===== config.mk =====
export PLATFORM = sky130hd
export DESIGN_NAME = traffic_controller
export DESIGN_NICKNAME = d
export VERILOG_FILES = /design/src/rtl/traffic_controller.sv
export SDC_FILE = /design/constraint.sdc
export NUM_CORES = 1
export LEC_CHECK = 0
export CAP_MARGIN = 5
export CELL_PAD_IN_SITES_DETAIL_PLACEMENT = 1
export CELL_PAD_IN_SITES_GLOBAL_PLACEMENT = 1
export CORE_UTILIZATION = 41
export CTS_CLUSTER_SIZE = 28
export DETAILED_ROUTE_END_ITERATION = 7
export GPL_TIMING_DRIVEN = 0
export HOLD_SLACK_MARGIN = 0.1
export PLACE_DENSITY_LB_ADDON = 0.1
export REMOVE_ABC_BUFFERS = 1
export SYNTH_ARGS = -nofsm -noshare
export SYNTH_HDL_FRONTEND = slang
export SYNTH_SLANG_ARGS = --single-unit

===== constraint.sdc =====
create_clock -name clk -period 2.5 [get_ports clk]
set_input_delay 0.5 -clock clk [delete_from_list [all_inputs] [get_ports clk]]
set_output_delay 0.5 -clock clk [all_outputs]
set_load 0.01 [all_outputs]

===== src/rtl/traffic_controller.sv =====
// Two-way intersection light sequencer: each direction runs green -> yellow -> all-red,
// alternating vertical and horizontal, with per-phase dwell times set by parameters.
module traffic_controller #(
  parameter int unsigned GREEN_CYCLES   = 50,
  parameter int unsigned YELLOW_CYCLES  = 15,
  parameter int unsigned ALL_RED_CYCLES = 5
) (
  input  logic       clk,
  input  logic       rst,
  output logic [2:0] v_light,
  output logic [2:0] h_light
);

  localparam logic [2:0] RED_BEFORE_V = 3'd0;
  localparam logic [2:0] V_GREEN      = 3'd1;
  localparam logic [2:0] V_YELLOW     = 3'd2;
  localparam logic [2:0] RED_BEFORE_H = 3'd3;
  localparam logic [2:0] H_GREEN      = 3'd4;
  localparam logic [2:0] H_YELLOW     = 3'd5;

  localparam logic [2:0] LAMP_RED    = 3'b100;
  localparam logic [2:0] LAMP_YELLOW = 3'b010;
  localparam logic [2:0] LAMP_GREEN  = 3'b001;

  localparam logic [15:0] GREEN_LAST   = 16'(GREEN_CYCLES - 1);
  localparam logic [15:0] YELLOW_LAST  = 16'(YELLOW_CYCLES - 1);
  localparam logic [15:0] ALL_RED_LAST = 16'(ALL_RED_CYCLES - 1);

  logic [2:0]  state;
  logic [2:0]  state_next;
  logic [15:0] count;
  logic [15:0] dwell_last;
  logic        state_legal;

  always_comb begin
    state_next  = RED_BEFORE_V;
    dwell_last  = ALL_RED_LAST;
    state_legal = 1'b1;
    case (state)
      RED_BEFORE_V: begin state_next = V_GREEN;      dwell_last = ALL_RED_LAST; end
      V_GREEN:      begin state_next = V_YELLOW;     dwell_last = GREEN_LAST;   end
      V_YELLOW:     begin state_next = RED_BEFORE_H; dwell_last = YELLOW_LAST;  end
      RED_BEFORE_H: begin state_next = H_GREEN;      dwell_last = ALL_RED_LAST; end
      H_GREEN:      begin state_next = H_YELLOW;     dwell_last = GREEN_LAST;   end
      H_YELLOW:     begin state_next = RED_BEFORE_V; dwell_last = YELLOW_LAST;  end
      default:      state_legal = 1'b0;
    endcase
  end

  // The >= only matters if the count was disturbed; in normal flow it fires at count == dwell-1.
  always_ff @(posedge clk) begin
    if (rst || !state_legal) begin
      state <= RED_BEFORE_V;
      count <= '0;
    end else if (count >= dwell_last) begin
      state <= state_next;
      count <= '0;
    end else begin
      count <= count + 16'd1;
    end
  end

  // Lamps decode from the state register alone; anything unrecognised shows red both ways.
  always_comb begin
    v_light = LAMP_RED;
    h_light = LAMP_RED;
    case (state)
      V_GREEN:  v_light = LAMP_GREEN;
      V_YELLOW: v_light = LAMP_YELLOW;
      H_GREEN:  h_light = LAMP_GREEN;
      H_YELLOW: h_light = LAMP_YELLOW;
      default:  ;
    endcase
  end

endmodule


==> impl_metrics.env, run 1 <==
export IMPL_grt_use_total_pct=17.7
export IMPL_setup_viol=0
export IMPL_coreArea_um2=1750
export IMPL_hold_viol_final=0
export IMPL_status="completed"
export IMPL_start_util_pct=44.2
export IMPL_num_vias=599
export IMPL_fin_ws_ps=67.9
export IMPL_layout_common_cells="dfxtp_1 (18), nor2_1 (13), conb_1 (9)"
export IMPL_cts_hold_buffers=0
export IMPL_place_inst=117
export IMPL_grt_max_degree=12
export IMPL_io_buffers=7
export IMPL_critPathArrivalTime_ps=2620
export IMPL_finClkSkew_ps=2.19
export IMPL_num_rows=15
export IMPL_r2r_end="state[1]"
export IMPL_cts_tree="yes"
export IMPL_endpoint_kind="register"
export IMPL_syn_inst=77
export IMPL_r2r_slack_ps=70
export IMPL_instances_no_fill=125
export IMPL_antenna_found_initial=0
export IMPL_cp_max_fo=6
export IMPL_ir_drop_v=0.000345
export IMPL_hold_class="register to register"
export IMPL_hpwl_um=1080
export IMPL_grt_pass1_vias=600
export IMPL_syn_area_um2=772
export IMPL_drt_iter0_markers=4
export IMPL_synth_cell_type_count=23
export IMPL_syn_area_per_cell_um2=10.0
export IMPL_crit_start="state[1]"
export IMPL_wire_per_inst_um=12.2
export IMPL_cp_data_required_time_ps=2690
export IMPL_min_period_over_period_pct=97.3
export IMPL_place_area_um2=903
export IMPL_maxCapViolations=0
export IMPL_powerDensity_nw_per_um2=547
export IMPL_power_leakage_nw=0.425
export IMPL_maxSlewViolCount=0
export IMPL_fin_crit_ps=2430
export IMPL_diodes=0
export IMPL_dp_slack_ps=-248
export IMPL_die_area_um2=2060
export IMPL_synth_seq_cells=19
export IMPL_grt_pass1_wl_um=2540
export IMPL_firstDrtPassIters=4
export IMPL_ys_warn_count=0
export IMPL_areaGrowthSynthToFinish_pct=29.3
export IMPL_cts_max_level=1
export IMPL_top_level_ports=8
export IMPL_r2r_start="state[1]"
export IMPL_clkTransAtPathRegs_ps=110
export IMPL_hold_end="count[0]"
export IMPL_wirelength_um=1520
export IMPL_min_delay_start="count[0]"
export IMPL_fp_dieH_um=45.4
export IMPL_clock_latency_ps=290
export IMPL_cts_sinks=19
export IMPL_layout_commonest_cell="dfxtp_1"
export IMPL_die_x_um=45.4
export IMPL_ant_nets=0
export IMPL_drc=0
export IMPL_cts_buffer_depth=2
export IMPL_final_nets=110
export IMPL_start_kind="register"
export IMPL_cts_buffers=3
export IMPL_overflow=0
export IMPL_r2r_cells=11
export IMPL_hold_depth=1
export IMPL_synth_yosys_seq_area_share_pct=49.3
export IMPL_drive_gt1_share_pct=17.0
export IMPL_cts_root_buf="clkbuf_4"
export IMPL_routabilityCongestion=0.680
export IMPL_fin_area_um2=998
export IMPL_fmax_mhz=411
export IMPL_critPathKind="register to register"
export IMPL_drt_vias_per_instance=4.79
[per-layer routing]
layer  wire [um]  track usage (%)  part of all wire (%)
met3          63             8.33                   4.1
met2         777             30.0                    51
met1         672             20.8                    44
met5           0                0                     0
met4           9             1.82                  0.59
[what timing repair did]
item,CTS,global route
buffers inserted,1,3
setup endpoints to repair,10,10
pin swaps,1,3
resized for setup,3,5
[worst max-delay path by stage]
| stage | endpoint | slack [ps] |
|---|---|---|
| floorplan | count[2] | 30 |
| global placement | count[6] | -180 |
| detailed placement | count[4] | -250 |
| CTS | count[4] | 30 |
| global route | state[0] | -40 |
| finish | state[1] | 70 |
[registers in the layout, indices dropped and copies added (netlist names)]
signal,cells
state,3
count,16
[area by class of cell]
type | count | area [um2]
Clock inverter | 1 | 5.00
Sequential cell | 19 | 384
Clock buffer | 3 | 22.5
Tap cell | 25 | 31.3
Timing Repair Buffer | 11 | 113
Inverter | 4 | 15.0
Multi-Input combinational cell | 62 | 428
Fill cell | 206 | 747
[where the power goes]
| part | internal, mW | total (mW) | switching, mW |
|---|---|---|---|
| registers | 0.314 | 0.321 | 0.00677 |
| logic | 0.0347 | 0.0724 | 0.0377 |
| clock network | 0.0596 | 0.154 | 0.0939 |
[per-stage QoR]
stage                     hold slack [ps]  utilization [%]  TNS, ps  total power, mW
final                                 483             57.2        0            0.547
after global placement                445             51.8    -1260            0.385
after floorplan                       426                -        0            0.365
after global routing                  538             57.2     -224            0.583
after detailed placement              463             51.8    -1730            0.389
after CTS                             484             54.3        0            0.547
[worst max-delay path: stages (launching register included)]
cell and delay, ps:
dfxtp_4 380, inv_1 70, nand2_2 100, nor2_1 80, or2_2 300, ha_1 280, nand2b_1 150, a2111o_1 400
a41oi_4 260, buf_12 150, buf_4 100, a211oi_1 60
[synthesized netlist by cell type (all sizes together)]
cell / n / area share (%)
dfxtp: 19 / 49
nor2: 13 / 6.3
ha: 7 / 11
inv: 4 / 1.9
xnor2: 4 / 4.5
and3: 3 / 2.6
nand2: 3 / 1.5
nand2b: 3 / 2.4
nor3: 3 / 1.9
nand3: 2 / 1.3
nor4: 2 / 1.6
o21ai: 2 / 1.3
or2: 2 / 1.6
xor2: 2 / 2.3
a2111o: 1 / 1.5
a211oi: 1 / 0.97
a21o: 1 / 0.97
a21oi: 1 / 0.65
a41oi: 1 / 3.6
conb: 1 / 0.49
nand4: 1 / 0.81
o41ai: 1 / 1.1
[logic make-up (layout without fill, tap and decap cells)]
logic type / count (synthesis) / after routing / share of synthesized area, %
xor+xnor: 6 / 6 / 6.81
buf+inv: 4 / 19 / 1.94
compound gates: 8 / 8 / 10.0
flops: 19 / 19 / 49.3
simple gates: 32 / 32 / 20.1
other cells: 1 / 9 / 0.486
fa+ha+maj: 7 / 7 / 11.3
Note: power is estimated with default switching activity, not from simulation.
==> run 2: changes to the inputs <==
- CORE_UTILIZATION: 41 -> 44
- HOLD_SLACK_MARGIN: 0.1 -> default
- clock period: 2.5 -> 3.1 ns (I/O delays scaled with it)
==> impl_metrics.env, run 2 (same netlist as run 1, synthesis figures left out) <==
export IMPL_status="completed"
export IMPL_min_delay_start="count[0]"
export IMPL_start_kind="register"
export IMPL_powerDensity_nw_per_um2=472
export IMPL_cts_buffers=3
export IMPL_setup_viol=0
export IMPL_power_leakage_nw=0.385
export IMPL_finClkSkew_ps=6.98
export IMPL_grt_max_degree=13
export IMPL_firstDrtPassIters=2
export IMPL_cts_root_buf="clkbuf_4"
export IMPL_r2r_cells=9
export IMPL_io_buffers=7
export IMPL_critPathKind="register to register"
export IMPL_start_util_pct=49.0
export IMPL_r2r_end="count[3]"
export IMPL_diodes=0
export IMPL_hold_depth=1
export IMPL_critPathArrivalTime_ps=2910
export IMPL_fin_crit_ps=2680
export IMPL_layout_common_cells="dfxtp_1 (19), nor2_1 (13), conb_1 (9)"
export IMPL_worst_slew_pin_slew_ps=503
export IMPL_cts_tree="yes"
export IMPL_die_x_um=43.9
export IMPL_cts_resized=0
export IMPL_fin_util_pct=58.5
export IMPL_areaGrowthSynthToFinish_pct=19.4
export IMPL_maxCapViolations=0
export IMPL_clkTransAtPathRegs_ps=110
export IMPL_tns_ps=0
export IMPL_grt_use_total_pct=17.5
export IMPL_cts_buffer_depth=2
export IMPL_min_period_over_period_pct=86.3
export IMPL_largest_reg_flops=16
export IMPL_post_cts_buffers=0
export IMPL_grt_pass1_vias=571
export IMPL_overflow=0
export IMPL_cp_data_required_time_ps=3340
export IMPL_coreArea_um2=1580
export IMPL_maxSlewViolCount=0
export IMPL_num_vias=559
export IMPL_drt_vias_per_instance=4.99
export IMPL_clock_latency_ps=300
export IMPL_cts_max_level=1
export IMPL_fmax_mhz=374
export IMPL_die_area_um2=1930
export IMPL_fp_dieH_um=43.9
export IMPL_endpoint_kind="register"
export IMPL_cp_max_fo=7
export IMPL_drt_iter0_markers=6
export IMPL_hold_viol_final=0
export IMPL_wirelength_um=1340
export IMPL_top_register="count"
export IMPL_r2r_start="state[0]"
export IMPL_antenna_found_initial=0
export IMPL_ant_nets=0
export IMPL_r2r_slack_ps=420
export IMPL_grt_pass1_wl_um=2400
export IMPL_ir_drop_v=0.000252
export IMPL_layout_commonest_cell="dfxtp_1"
export IMPL_reg_top3="count (16), state (3)"
export IMPL_hold_end="count[0]"
export IMPL_cts_hold_buffers=0
export IMPL_max_slew_margin_rel_pct=66.2
export IMPL_hold_class="register to register"
export IMPL_top_level_ports=8
export IMPL_drive_gt1_share_pct=8.33
export IMPL_cts_sinks=19
export IMPL_num_rows=14
export IMPL_rsz0062_at_grt="false"
export IMPL_routabilityCongestion=0.700
export IMPL_wire_per_inst_um=12.0
export IMPL_totalPowerFinal_mw=0.435
export IMPL_final_nets=106
export IMPL_hpwl_um=1050
export IMPL_drc=0
-- run 2: through the flow --
step	std cells	worst slack [ps]	hold slack [ps]	instance area (um2)
2_1_floorplan	85	628	426	802
3_3_place_gp	108	428	441	892
3_5_place_dp	108	420	453	892
4_1_cts	112	374	486	922
5_1_grt	112	209	507	922
6_report	112	425	475	922
-- run 2: worst max-delay path by stage --
stage / cells after the start / end / start / slack [ps]
floorplan: 9 / count[2] / state[0] / 630
global placement: 9 / count[6] / state[0] / 430
detailed placement: 9 / count[5] / state[0] / 420
CTS: 9 / count[4] / state[0] / 370
global route: 9 / count[6] / state[0] / 210
finish: 9 / count[3] / state[0] / 420
-- run 2: report_power, final --
group | internal (mW) | total (mW) | switching [mW]
combinational | 0.0235 | 0.0494 | 0.0260
sequential | 0.253 | 0.258 | 0.00478
clock | 0.0491 | 0.128 | 0.0789
-- run 2: metal layers --
| metal | vias to the layer above | GRT usage, % | wire length, um |
|---|---|---|---|
| li1 | 293 | - | - |
| met4 | 0 | 1.82 | 0 |
| met5 | - | 0 | 0 |
| met2 | 7 | 29.9 | 652 |
| met3 | 0 | 8.75 | 65 |
| met1 | 259 | 20.5 | 624 |
-- run 2: worst max-delay path, cell delays in order, from the launching register on --
cell	delay, ps
dfxtp_1	370
inv_1	110
nor3_1	460
or2_2	200
ha_1	210
nand2b_1	150
a2111o_1	450
a41oi_4	320
nand2_1	210
nor2_1	140
-- run 2: area by class of cell --
type	instances	area, um2
well taps	16	20.0
fillers	190	654
multi-input cells	62	407
clock buffers	3	22.5
flip-flops and latches	19	380
inverters	4	15.0
clock inverters	1	7.51
repair buffers	7	70.1
